File: config.mk
export PLATFORM = sky130hd
export DESIGN_NAME = photo_tape_emu
export DESIGN_NICKNAME = d
export VERILOG_FILES = /design/src/rtl/photo_tape_emu.sv
export SDC_FILE = /design/constraint.sdc
export NUM_CORES = 1
export LEC_CHECK = 0
export ABC_CLOCK_PERIOD_IN_PS = 5500
export CORE_MARGIN = 1
export CORE_UTILIZATION = 30
export CTS_CLUSTER_DIAMETER = 60
export DETAILED_ROUTE_END_ITERATION = 8
export DONT_BUFFER_PORTS = 1
export HOLD_SLACK_MARGIN = 0.03
export SLEW_MARGIN = 10
export SYNTH_ARGS = -nofsm -noshare
export SYNTH_HDL_FRONTEND = slang
export SYNTH_SLANG_ARGS = --single-unit
File: constraint.sdc
create_clock -name CLOCK -period 5.5 [get_ports CLOCK]
set_input_delay 0.275 -clock CLOCK [delete_from_list [all_inputs] [get_ports CLOCK]]
set_output_delay 0.275 -clock CLOCK [all_outputs]
set_load 0.02 [all_outputs]
File: src/rtl/photo_tape_emu.sv
// Photoelectric paper-tape reader emulator: replays a loaded frame image onto the
// PHOTO1..PHOTO5 sense lines with frame/gap timing, forward or reverse.
module photo_tape_emu #(
    parameter int DEPTH     = 256,
    parameter int FRAME_CYC = 4,
    parameter int GAP_CYC   = 2
) (
    input  logic                     CLOCK,
    input  logic                     rst,
    input  logic                     PHOTO_TAPE_FWD,
    input  logic                     PHOTO_TAPE_REV,
    input  logic                     load_clr,
    input  logic                     load_we,
    input  logic [4:0]               load_data,
    output logic                     PHOTO1,
    output logic                     PHOTO2,
    output logic                     PHOTO3,
    output logic                     PHOTO4,
    output logic                     PHOTO5,
    output logic [$clog2(DEPTH):0]   tape_pos,
    output logic [$clog2(DEPTH):0]   tape_len,
    output logic                     at_start,
    output logic                     at_end,
    output logic                     busy,
    output logic                     load_full,
    output logic [1:0]               fsm_state
);
    localparam int AW   = $clog2(DEPTH);
    localparam int PW   = AW + 1;
    localparam int TMAX = (FRAME_CYC > GAP_CYC) ? FRAME_CYC : GAP_CYC;
    localparam int TW   = $clog2(TMAX + 1);

    localparam logic [TW-1:0] FRAME_LAST = TW'(FRAME_CYC - 1);
    localparam logic [TW-1:0] GAP_LAST   = TW'(GAP_CYC - 1);
    localparam logic [TW-1:0] ONE_T      = TW'(1);
    localparam logic [PW-1:0] ONE_P      = PW'(1);
    localparam logic [AW-1:0] ONE_A      = AW'(1);
    localparam logic [PW-1:0] FULL_LEN   = PW'(DEPTH);

    typedef enum logic [1:0] {IDLE = 2'd0, FRAME = 2'd1, GAP = 2'd2} state_t;
    typedef enum logic {FWD = 1'b0, REV = 1'b1} dir_t;

    state_t          state_q, state_n;
    dir_t            dir_q, dir_n;
    logic [TW-1:0]   timer_q, timer_n;
    logic [PW-1:0]   pos_q, pos_n, len_q;
    logic [4:0]      photo_q, photo_n;
    logic [PW-1:0]   pos_upd, eval_pos;
    logic [AW-1:0]   sel;
    logic            gap_last, go_fwd, go_rev, wr_en;

    logic [4:0]      image [DEPTH];

    // Drive requests are levels, not handshakes: a move starts only when exactly one
    // of FWD/REV is high at an evaluation point, and a started frame period always
    // completes in its latched direction regardless of later request changes.
    assign pos_upd  = (dir_q == REV) ? pos_q - ONE_P : pos_q + ONE_P;
    assign gap_last = (state_q == GAP) && (timer_q == GAP_LAST);
    assign eval_pos = gap_last ? pos_upd : pos_q;
    assign go_fwd   = PHOTO_TAPE_FWD && !PHOTO_TAPE_REV && (eval_pos < len_q);
    assign go_rev   = PHOTO_TAPE_REV && !PHOTO_TAPE_FWD && (eval_pos != '0);
    assign sel      = go_rev ? eval_pos[AW-1:0] - ONE_A : eval_pos[AW-1:0];

    assign load_full = (len_q == FULL_LEN);
    assign wr_en     = load_we && !load_full && !rst && !load_clr;

    always_comb begin
        state_n = state_q;
        dir_n   = dir_q;
        timer_n = timer_q;
        pos_n   = pos_q;
        photo_n = photo_q;
        case (state_q)
            FRAME: begin
                if (timer_q == FRAME_LAST) begin
                    state_n = GAP;
                    timer_n = '0;
                    photo_n = '0;
                end else begin
                    timer_n = timer_q + ONE_T;
                end
            end
            GAP: begin
                photo_n = '0;
                if (gap_last) begin
                    pos_n   = pos_upd;
                    timer_n = '0;
                    state_n = IDLE;
                end else begin
                    timer_n = timer_q + ONE_T;
                end
            end
            default: begin
                photo_n = '0;
            end
        endcase
        // The last gap cycle launches the next frame exactly as IDLE would, so
        // continuous drive has no dead cycle between periods.
        if ((state_q == IDLE) || gap_last) begin
            if (go_fwd || go_rev) begin
                state_n = FRAME;
                dir_n   = go_rev ? REV : FWD;
                timer_n = '0;
                photo_n = image[sel];
            end
        end
    end

    always_ff @(posedge CLOCK) begin
        if (rst) begin
            state_q <= IDLE;
            dir_q   <= FWD;
            timer_q <= '0;
            pos_q   <= '0;
            len_q   <= '0;
            photo_q <= '0;
        end else if (load_clr) begin
            state_q <= IDLE;
            timer_q <= '0;
            pos_q   <= '0;
            len_q   <= '0;
            photo_q <= '0;
        end else begin
            state_q <= state_n;
            dir_q   <= dir_n;
            timer_q <= timer_n;
            pos_q   <= pos_n;
            photo_q <= photo_n;
            if (wr_en) begin
                len_q <= len_q + ONE_P;
            end
        end
    end

    // Image contents survive rst and load_clr; tape_len alone bounds valid data.
    always_ff @(posedge CLOCK) begin
        if (wr_en) begin
            image[len_q[AW-1:0]] <= load_data;
        end
    end

    assign PHOTO1    = photo_q[0];
    assign PHOTO2    = photo_q[1];
    assign PHOTO3    = photo_q[2];
    assign PHOTO4    = photo_q[3];
    assign PHOTO5    = photo_q[4];
    assign tape_pos  = pos_q;
    assign tape_len  = len_q;
    assign at_start  = (pos_q == '0);
    assign at_end    = (pos_q == len_q);
    assign busy      = (state_q != IDLE);
    assign fsm_state = state_q;
endmodule

# After elaboration in Yosys (flattened, before gate mapping)
# Memories as Yosys holds them, arrays and structs flattened.
# Index checks and enable logic that the tools add are counted.
# word_totals
in_bits	11
ff_bits	29
elab_cells	61
mem_bits_rw	1280
memories	1
output_inout_bits	29
# mem_list
memory	depth	width	read_ports	rd_ports_with_merged_regs	write_ports	line	source
image	256	5	1	0	1	52	logic [4:0] image [DEPTH];
# classes
n_reduce_logical	21
addsub	5
n_lt_le_gt_ge	1
n_mux	20
n_eq_ne	6
bitwise	1
# op_table
operator	n
$mux W5	4
$add A9 B1 Y9 const B	2
$mux W9	2
$mux W3	4
$eq A9 B9 Y1	1
$eq A9 B9 Y1 const B	1
$logic_not A9 Y1	1
$lt A9 B9 Y1	1
$reduce_bool A9 Y1	1
$sub A9 B1 Y9 const B	1
$logic_and A1 B1 Y1	8
$mux W2	4
$mux W8	1
$sub A8 B1 Y8 const B	1
$pmux W3 S2	1
$logic_not A1 Y1	5
$pmux W2 S2	1
$add A3 B1 Y3 const B	1
$eq A3 B1 Y1 const B	1
$eq A3 B2 Y1 const B	1
$mux W1	3
$reduce_and A3 Y1	1
$eq A2 B1 Y1 const B	1
$eq A2 B2 Y1 const B	1
5 further kinds	6

# Logic depth before layout (Yosys ltp)
# Gate-level depths: netlist (run 1).
# An unclocked memory read counts as a cell.
# depth
depth_word	9
depth_mapped	24
mapped_depth_nobuf	20

# Worst setup path before layout (run 1)
# OpenSTA, ideal clock, no wires.
# synth_timing
path_type	register to register
from	register pos_q[0], in the netlist tape_pos[0]
to	register photo_q[3]
slack_ps	479
t_arrival_ps	4894
setup_ps	127
required_time_ps	5373
n_path_buf	1
path_stages_with_launch	21
period_less_slack_ps	5021
cell_sequence	dfxtp_1 > inv_1 > fa_1 > nand2b_1 > a211oi_1 > o21ai_0 > mux2i_1 > and2_1 > inv_1 > clkbuf_1 > ha_1 > a211oi_1 > nand2_1 > o311ai_0 > a2bb2oi_1 > nand2_1 > a21oi_1 > and3_1 > nand4_1 > nor4_1 > nor4b_1
# synth_via
elab_chain_len	9
word_cells_on_any_way	14
classes_between	add/sub: 3; order compare: 1; mux: 5; reduce/logical: 4; memory: 1
# synth_lines
item	line	source
from (decl)	46	logic [PW-1:0] pos_q, pos_n, len_q;
from (signal assigned)	127	pos_q <= pos_n;
$add A9 B1 Y9 / $sub A9 B1 Y9 (equally long branches)	57	assign pos_upd = (dir_q == REV) ? pos_q - ONE_P : pos_q + ONE_P;
$mux W9 (*)	57	
$mux W9 (*)	--	
via eval_pos[8]	48	logic [PW-1:0] pos_upd, eval_pos;
$reduce_bool A9 Y1	61	assign go_rev = PHOTO_TAPE_REV && !PHOTO_TAPE_FWD && (eval_pos != '0);
$logic_and A1 B1 Y1	61	
$mux W8	62	assign sel = go_rev ? eval_pos[AW-1:0] - ONE_A : eval_pos[AW-1:0];
$mem_v2 Z256 W5	--	
$mux W5 (*)	100	if (go_fwd || go_rev) begin
$mux W5 (*)	99	if ((state_q == IDLE) || gap_last) begin
to (signal assigned)	128	photo_q <= photo_n;
to (decl)	47	logic [4:0] photo_q, photo_n;
# The timed path passes the listed nets; every way through them passes the cells marked *.
# A chain may end at the register's enable or synchronous reset.

# Final worst setup path (run 1)
# layout_timing
from	register pos_q[1], in the netlist tape_pos[1]
to	register photo_q[1]
# layout_via
elab_chain_len	9
word_cells_on_any_way	14
classes_between	add/sub: 3; order compare: 1; mux: 5; reduce/logical: 4; memory: 1
# layout_lines
item	line
$add A9 B1 Y9 / $sub A9 B1 Y9 (equally long branches)	57
$mux W9	57
$mux W9 (*)	--
parallel branches: the longest is 4 deep, another holds $sub A8 B1 Y8	--
$mux W5 (*)	100
$mux W5 (*)	99
# Every way passes the cells marked *.

==> results.cfg, run 1 <==
[clock_tree]
clock_sink_count = 1309
cts_root_buf = clkbuf_16
htreeDepth = 4
clock_path_buffers = 3
tritoncts.num_buffers = 139
post_cts_clock_slew_at_the_launch_and_capture_registers_of_the_worst_setup_and_hold_paths_ps = 60
tritoncts_clock_tree = done
clk_latency_ps = 780

[synth]
syn-mean-instance-area_um2 = 12.8
synth-edff-count = 1280
synth_seq_area_share = 0.716
cell_area_after_synthesis_um2 = 54500
postSynth.topFlopCell = edfxtp_1
async_flop_share = 0
cell_count_after_synthesis = 4271
ys_types = 78
synth_seq_cells = 1309
yosys_warnings = 0
synth_fp_nets = 4311

[floorplan]
num_io_pins = 40
fp.dieW_um = 428
initial_core_util = 0.302
area_of_the_core_um2 = 181000
floorplan.die_area_um2 = 183000
std_cell_rows = 156
die_height_um = 428

[route]
drtPass1Iterations = 6
dr_total_vias = 35500
via_per_inst = 5.21
drt_first_iter_violations = 4123
drtAntennaViolNets = 0
count_of_unresolved_drc_violations_after_routing = 0
avgRoutedWirePerCell_um = 23.0
finalWirelength_um = 156000

[pwr]
internal_power_mw = 16.1
combPwrFrac = 0.012
powerDensity_nw_per_um2 = 323
leakagePower_nw = 21.0
power_switching_share = 0.204
p_switching_mw = 4.11
ir_worst_vdd_v = 0.000289
power.total_mw = 20.2
share_seq_of_total_power = 0.542
clock_power_share = 0.446

[timing]
timing.slew.headroom = 0.0718
worst_slew_pin_slew_ps = 1390
slew_violations = 0
setup_violations = 0
hold_violations = 0
skew_ps = 30.9
final.setup.tns_ps = 0
postLayoutSetupSlackWorst_ps = 199
fmax_mhz = 189
final_min_period_over_clock_period = 0.964
whs_ps = 101
final_period_minus_worst_setup_slack_ps = 5300

[run]
max_cap_violations = 0

[setup_path]
critical_path.endpoint_type = register
critPathArrivalTime_ps = 5920
worst_setup_path_start_kind = register
critical_path.max_fanout = 56
max_stage_delay_ps = 720
worst_ep_required_time_ps = 6120
crit_type = reg2reg
critPathMostFrequentCell = a211oi_1
cp_cell_sequence = buf_4 > ha_1 > a211oi_1 > o31a_1 > xnor2_1 > a211oi_1 > and4_2 > mux2_2 > nand2_4 > buf_12 > nand3_1 > and3_1 > a311oi_1 > a31oi_1 > a2111oi_0 > nor4b_1
crit_slowest_cell = a2111oi_0

[hold_path]
hp-class = in2reg

[global_route]
grt_pass1_wl_um = 230000
pin_count_of_the_biggest_net_entering_global_routing = 257
antenna_violations_before_repair = 6
gr-total-overflow = 0
global_route.usage.total = 0.167
grt_pass1_vias = 34300

[place]
place_area_um2 = 57800
pre_cts_setup_slack_ps = -311
io_buffer_count = 0
number_of_placed_cells_counting_well_taps = 6545
final_wtd_congestion = 0.926
post-dp-hpwl_um = 95800

[finish]
layout.cells.non_filler = 6807
fill_cells = 17400
layout-area-overhead-vs-synth_pct = 14.6
layout.nets = 4370
finish.utilization = 0.346
layout.cell_area.non_filler_um2 = 62500
drive_above_1_share = 0.0898
mostFrequentLayoutCells = edfxtp_1 (1280), nand2_1 (1020), nand3_1 (423)
layout.cells.most_common = edfxtp_1

[run_status]
result_of_the_run = finished clean
-- metal layers --
metal | vias to the layer above | share of wire | track usage
li1 | 15900 | - | -
met1 | 17800 | 0.42 | 0.229
met2 | 1545 | 0.47 | 0.266
met3 | 273 | 0.082 | 0.0283
met4 | 2 | 0.031 | 0.0587
met5 | - | 0.000083 | 0
-- worst max-delay path, delay by kind of cell (launching register included) --
| family | cells | cell delay, ps |
|---|---|---|
| simple gates | 5 | 1030 |
| buf+inv | 2 | 460 |
| flops | 1 | 310 |
| compound gates | 6 | 2450 |
| fa+ha+maj | 1 | 300 |
| mux | 1 | 460 |
| xor+xnor | 1 | 110 |
-- logic make-up after synthesis --
kind of cell | synth area share
AOI/OAI and AO/OA | 0.0518
and+or+nand+nor | 0.158
adders and majority gates | 0.00679
muxes | 0.0387
buffers and inverters | 0.0249
DFF | 0.716
xor gates and xnor gates | 0.00418
-- power groups by stage --
stage	clock network, mW	logic, mW	registers [mW]
3_3_place_gp	0	0.0516	11.2
4_1_cts	9.12	0.231	11.0
2_1_floorplan	0	0.0297	11.2
5_1_grt	9.49	0.249	10.9
6_report	9.02	0.233	11.0
3_5_place_dp	0	0.0520	11.2
-- worst paths after layout --
check	end	startpoint	slack (ps)	cells past startpoint
max reg2reg	photo_q[1]$_SDFF_PP0_	tape_pos[1]$_SDFFE_PP0P_	200	16
max	photo_q[1]$_SDFF_PP0_	tape_pos[1]$_SDFFE_PP0P_	200	16
min	tape_len[8]$_SDFFE_PP0P_	rst	100	2
min reg2reg	timer_q[1]$_SDFF_PP0_	timer_q[1]$_SDFF_PP0_	530	2
-- timing repair --
item / in CTS / in global routing
gates resized for setup: 6 / 11
setup endpoints to repair: 1 / 6
setup buffers: 0 / 1
hold buffers: 9 / 2
endpoints found under the hold margin: 1292 / 79
-- registers in the layout, indices dropped and copies added (netlist names) --
name,flops
timer_q,3
tape_len,9
image,1280
dir_q,1
photo_q,5
fsm_state,2
tape_pos,9
-- cell type report --
type | count | area, um^2 | share of cell area
Inverter | 31 | 116 | 0.00186
Sequential cell | 1309 | 39000 | 0.624
Antenna cell | 3 | 7.51 | 0.000120
Clock buffer | 172 | 3680 | 0.0588
Multi-Input combinational cell | 2672 | 14300 | 0.228
Clock inverter | 73 | 661 | 0.0106
Tap cell | 2370 | 2970 | 0.0474
Timing Repair Buffer | 177 | 1810 | 0.0289
-- cells in the mapped netlist, drive strengths merged, types with 12 or more instances --
cell	number	area, um^2
a31oi	45	282
ha	28	350
buf	152	841
and3	97	612
nand4	45	282
nand2	1022	3840
mux2i	204	2040
nand3	424	2120
edfxtp	1280	38400
o21ai	50	250
nor3	28	145
o211ai	18	135
a21oi	86	445
clkbuf	107	403
a2111oi	12	105
nor4	13	81.3
inv	30	113
a211oi	28	210
dfxtp	29	581
nor2	337	1260
o22ai	16	100
xnor2	23	201
a32oi	18	158
a311oi	41	359
Power figures use the tool's default switching activity.
==> run 2, diff against run 1 <==
Settings changed: ABC_CLOCK_PERIOD_IN_PS 5500 to 4600, CAP_MARGIN set to 10, CTS_BUF_LIST set to sky130_fd_sc_hd__clkbuf_2 sky130_fd_sc_hd__clkbuf_4 sky130_fd_sc_hd__clkbuf_8.
Clock period 5.5 ns to 4.6 ns, I/O delays scaled along.
==> results.cfg, run 2 (synthesized netlist as in run 1, its figures left out) <==
[floorplan]
initial_core_util = 0.302
fp.dieW_um = 428
die_height_um = 428
std_cell_rows = 156
area_of_the_core_um2 = 181000
num_io_pins = 40
floorplan.die_area_um2 = 183000

[place]
final_wtd_congestion = 0.910
io_buffer_count = 0
number_of_placed_cells_counting_well_taps = 6858
post-dp-hpwl_um = 104000

[setup_path]
critical_path.max_fanout = 15
crit_type = reg2reg
worst_ep_required_time_ps = 5420
critPathArrivalTime_ps = 5310
worst_setup_path_start_kind = register
critical_path.endpoint_type = register

[timing]
timing.slew.headroom = 0.124
skew_ps = 65.4
worst_slew_pin_slew_ps = 1310
slew_violations = 0
final_min_period_over_clock_period = 0.975
hold_violations = 0
setup_violations = 0
fmax_mhz = 223
final_period_minus_worst_setup_slack_ps = 4480

[route]
count_of_unresolved_drc_violations_after_routing = 0
via_per_inst = 5.16
avgRoutedWirePerCell_um = 23.1
drtPass1Iterations = 5
dr_total_vias = 37800
drt_first_iter_violations = 4341
drtAntennaViolNets = 0
finalWirelength_um = 169000

[clock_tree]
htreeDepth = 4
clock_path_buffers = 3
tritoncts.num_buffers = 205
cts_root_buf = clkbuf_8
clock_sink_count = 1309
clk_latency_ps = 950
post_cts_clock_slew_at_the_launch_and_capture_registers_of_the_worst_setup_and_hold_paths_ps = 60
tritoncts_clock_tree = done

[finish]
drive_above_1_share = 0.200
layout-area-overhead-vs-synth_pct = 22.0
layout.cells.non_filler = 7311
largest_register_ffs = 1280
fill_cells = 17100
layout.nets = 4805
layout.cells.most_common = edfxtp_1
mostFrequentLayoutCells = edfxtp_1 (1280), nand2_1 (1019), buf_4 (432)

[global_route]
antenna_violations_before_repair = 5
pin_count_of_the_biggest_net_entering_global_routing = 257
gr-total-overflow = 0
grt_pass1_wl_um = 243000
global_route.usage.total = 0.176
grt_pass1_vias = 36600

[run]
max_cap_violations = 0

[pwr]
leakagePower_nw = 23.2
powerDensity_nw_per_um2 = 350
ir_worst_vdd_v = 0.000315
power.total_mw = 23.3

[run_status]
result_of_the_run = finished clean

[hold_path]
hp-class = in2reg
## run 2: cell types whose count changed in the layout (fill, tap and decap cells not counted), sizes merged
cell | previous run | this run
clkinvlp | 2 | 5
bufbuf | 0 | 1
clkinv | 53 | 81
clkbuf | 172 | 288
diode | 3 | 5
inv | 42 | 40
bufinv | 7 | 6
buf | 171 | 525
dlygate4sd3 | 6 | 9
## run 2: path summary, 6_finish.rpt
kind                                       startpoint               endpoint  slack (ps)  cells past startpoint
worst min register to register  timer_q[1]$_SDFF_PP0_  timer_q[1]$_SDFF_PP0_         610                      3
worst max-delay path               dir_q$_SDFFE_PP0P_  photo_q[1]$_SDFF_PP0_         120                     22
worst min-delay path                         load_clr     dir_q$_SDFFE_PP0P_         120                      4
worst max register to register     dir_q$_SDFFE_PP0P_  photo_q[1]$_SDFF_PP0_         120                     22
## run 2: stage by stage
| stage | util | area (um^2) | hold WS [ps] | TNS, ps | setup slack, ps |
|---|---|---|---|---|---|
| floorplan | - | 54500 | 295 | 0 | 19.9 |
| global placement | 0.335 | 60500 | 323 | -2300 | -590 |
| detailed placement | 0.335 | 60500 | 316 | -2390 | -612 |
| CTS | 0.361 | 65100 | 31.8 | -1.35 | -1.35 |
| global route | 0.368 | 66500 | 158 | -71.0 | -37.2 |
| finish | 0.369 | 66500 | 122 | 0 | 116 |
## run 2: layout make-up
class                      count  area (um^2)  area share
antenna                        5         12.5    0.000188
clock buffer                 277         3390      0.0510
clock inverter               101          682      0.0102
inverter                      31          119     0.00179
multi-input combinational   2672        14900       0.225
sequential                  1309        39000       0.587
tap                         2370         2970      0.0446
timing repair buffer         546         5390      0.0810
## run 2: metal layers
metal	up-vias	GRT usage	share of wire
met1	18900	0.237	0.41
met4	2	0.0663	0.031
met5	-	0	0.000042
met2	1775	0.278	0.46
met3	296	0.0368	0.090
li1	16800	-	-
## run 2: timing repair
| item | 4_1_cts | 5_1_grt |
|---|---|---|
| setup buffers | 15 | 29 |
| pin swaps | 11 | 56 |
| endpoints found under the setup margin | 5 | 6 |
| endpoints found under the hold margin | 1309 | 87 |
| gates resized for setup | 38 | 168 |
| hold buffers | 13 | 1 |
| cloned | 2 | 11 |
## run 2: critical path, cell delays in order (launching register included)
cell      delay (ps)
dfxtp_4          390
inv_4             50
fa_2             390
nand2b_4         170
a211oi_4         290
o21ai_1          110
mux2i_1          140
buf_4            150
buf_4            130
and3_1           200
a21o_1           230
nor2_4           270
buf_12           190
buf_12           150
buf_4            140
buf_6            190
nor3_2           100
buf_4            140
a22oi_1          210
nand4_1          210
nor3_2           290
buf_4            160
nor4b_2           30
## run 2: where the power goes
group / leakage, nW / total (mW) / switching [mW] / internal (mW)
combinational: 9.34 / 0.306 / 0.256 / 0.0495
sequential: 11.7 / 13.1 / 0.00281 / 13.1
clock: 2.14 / 9.91 / 4.75 / 5.15
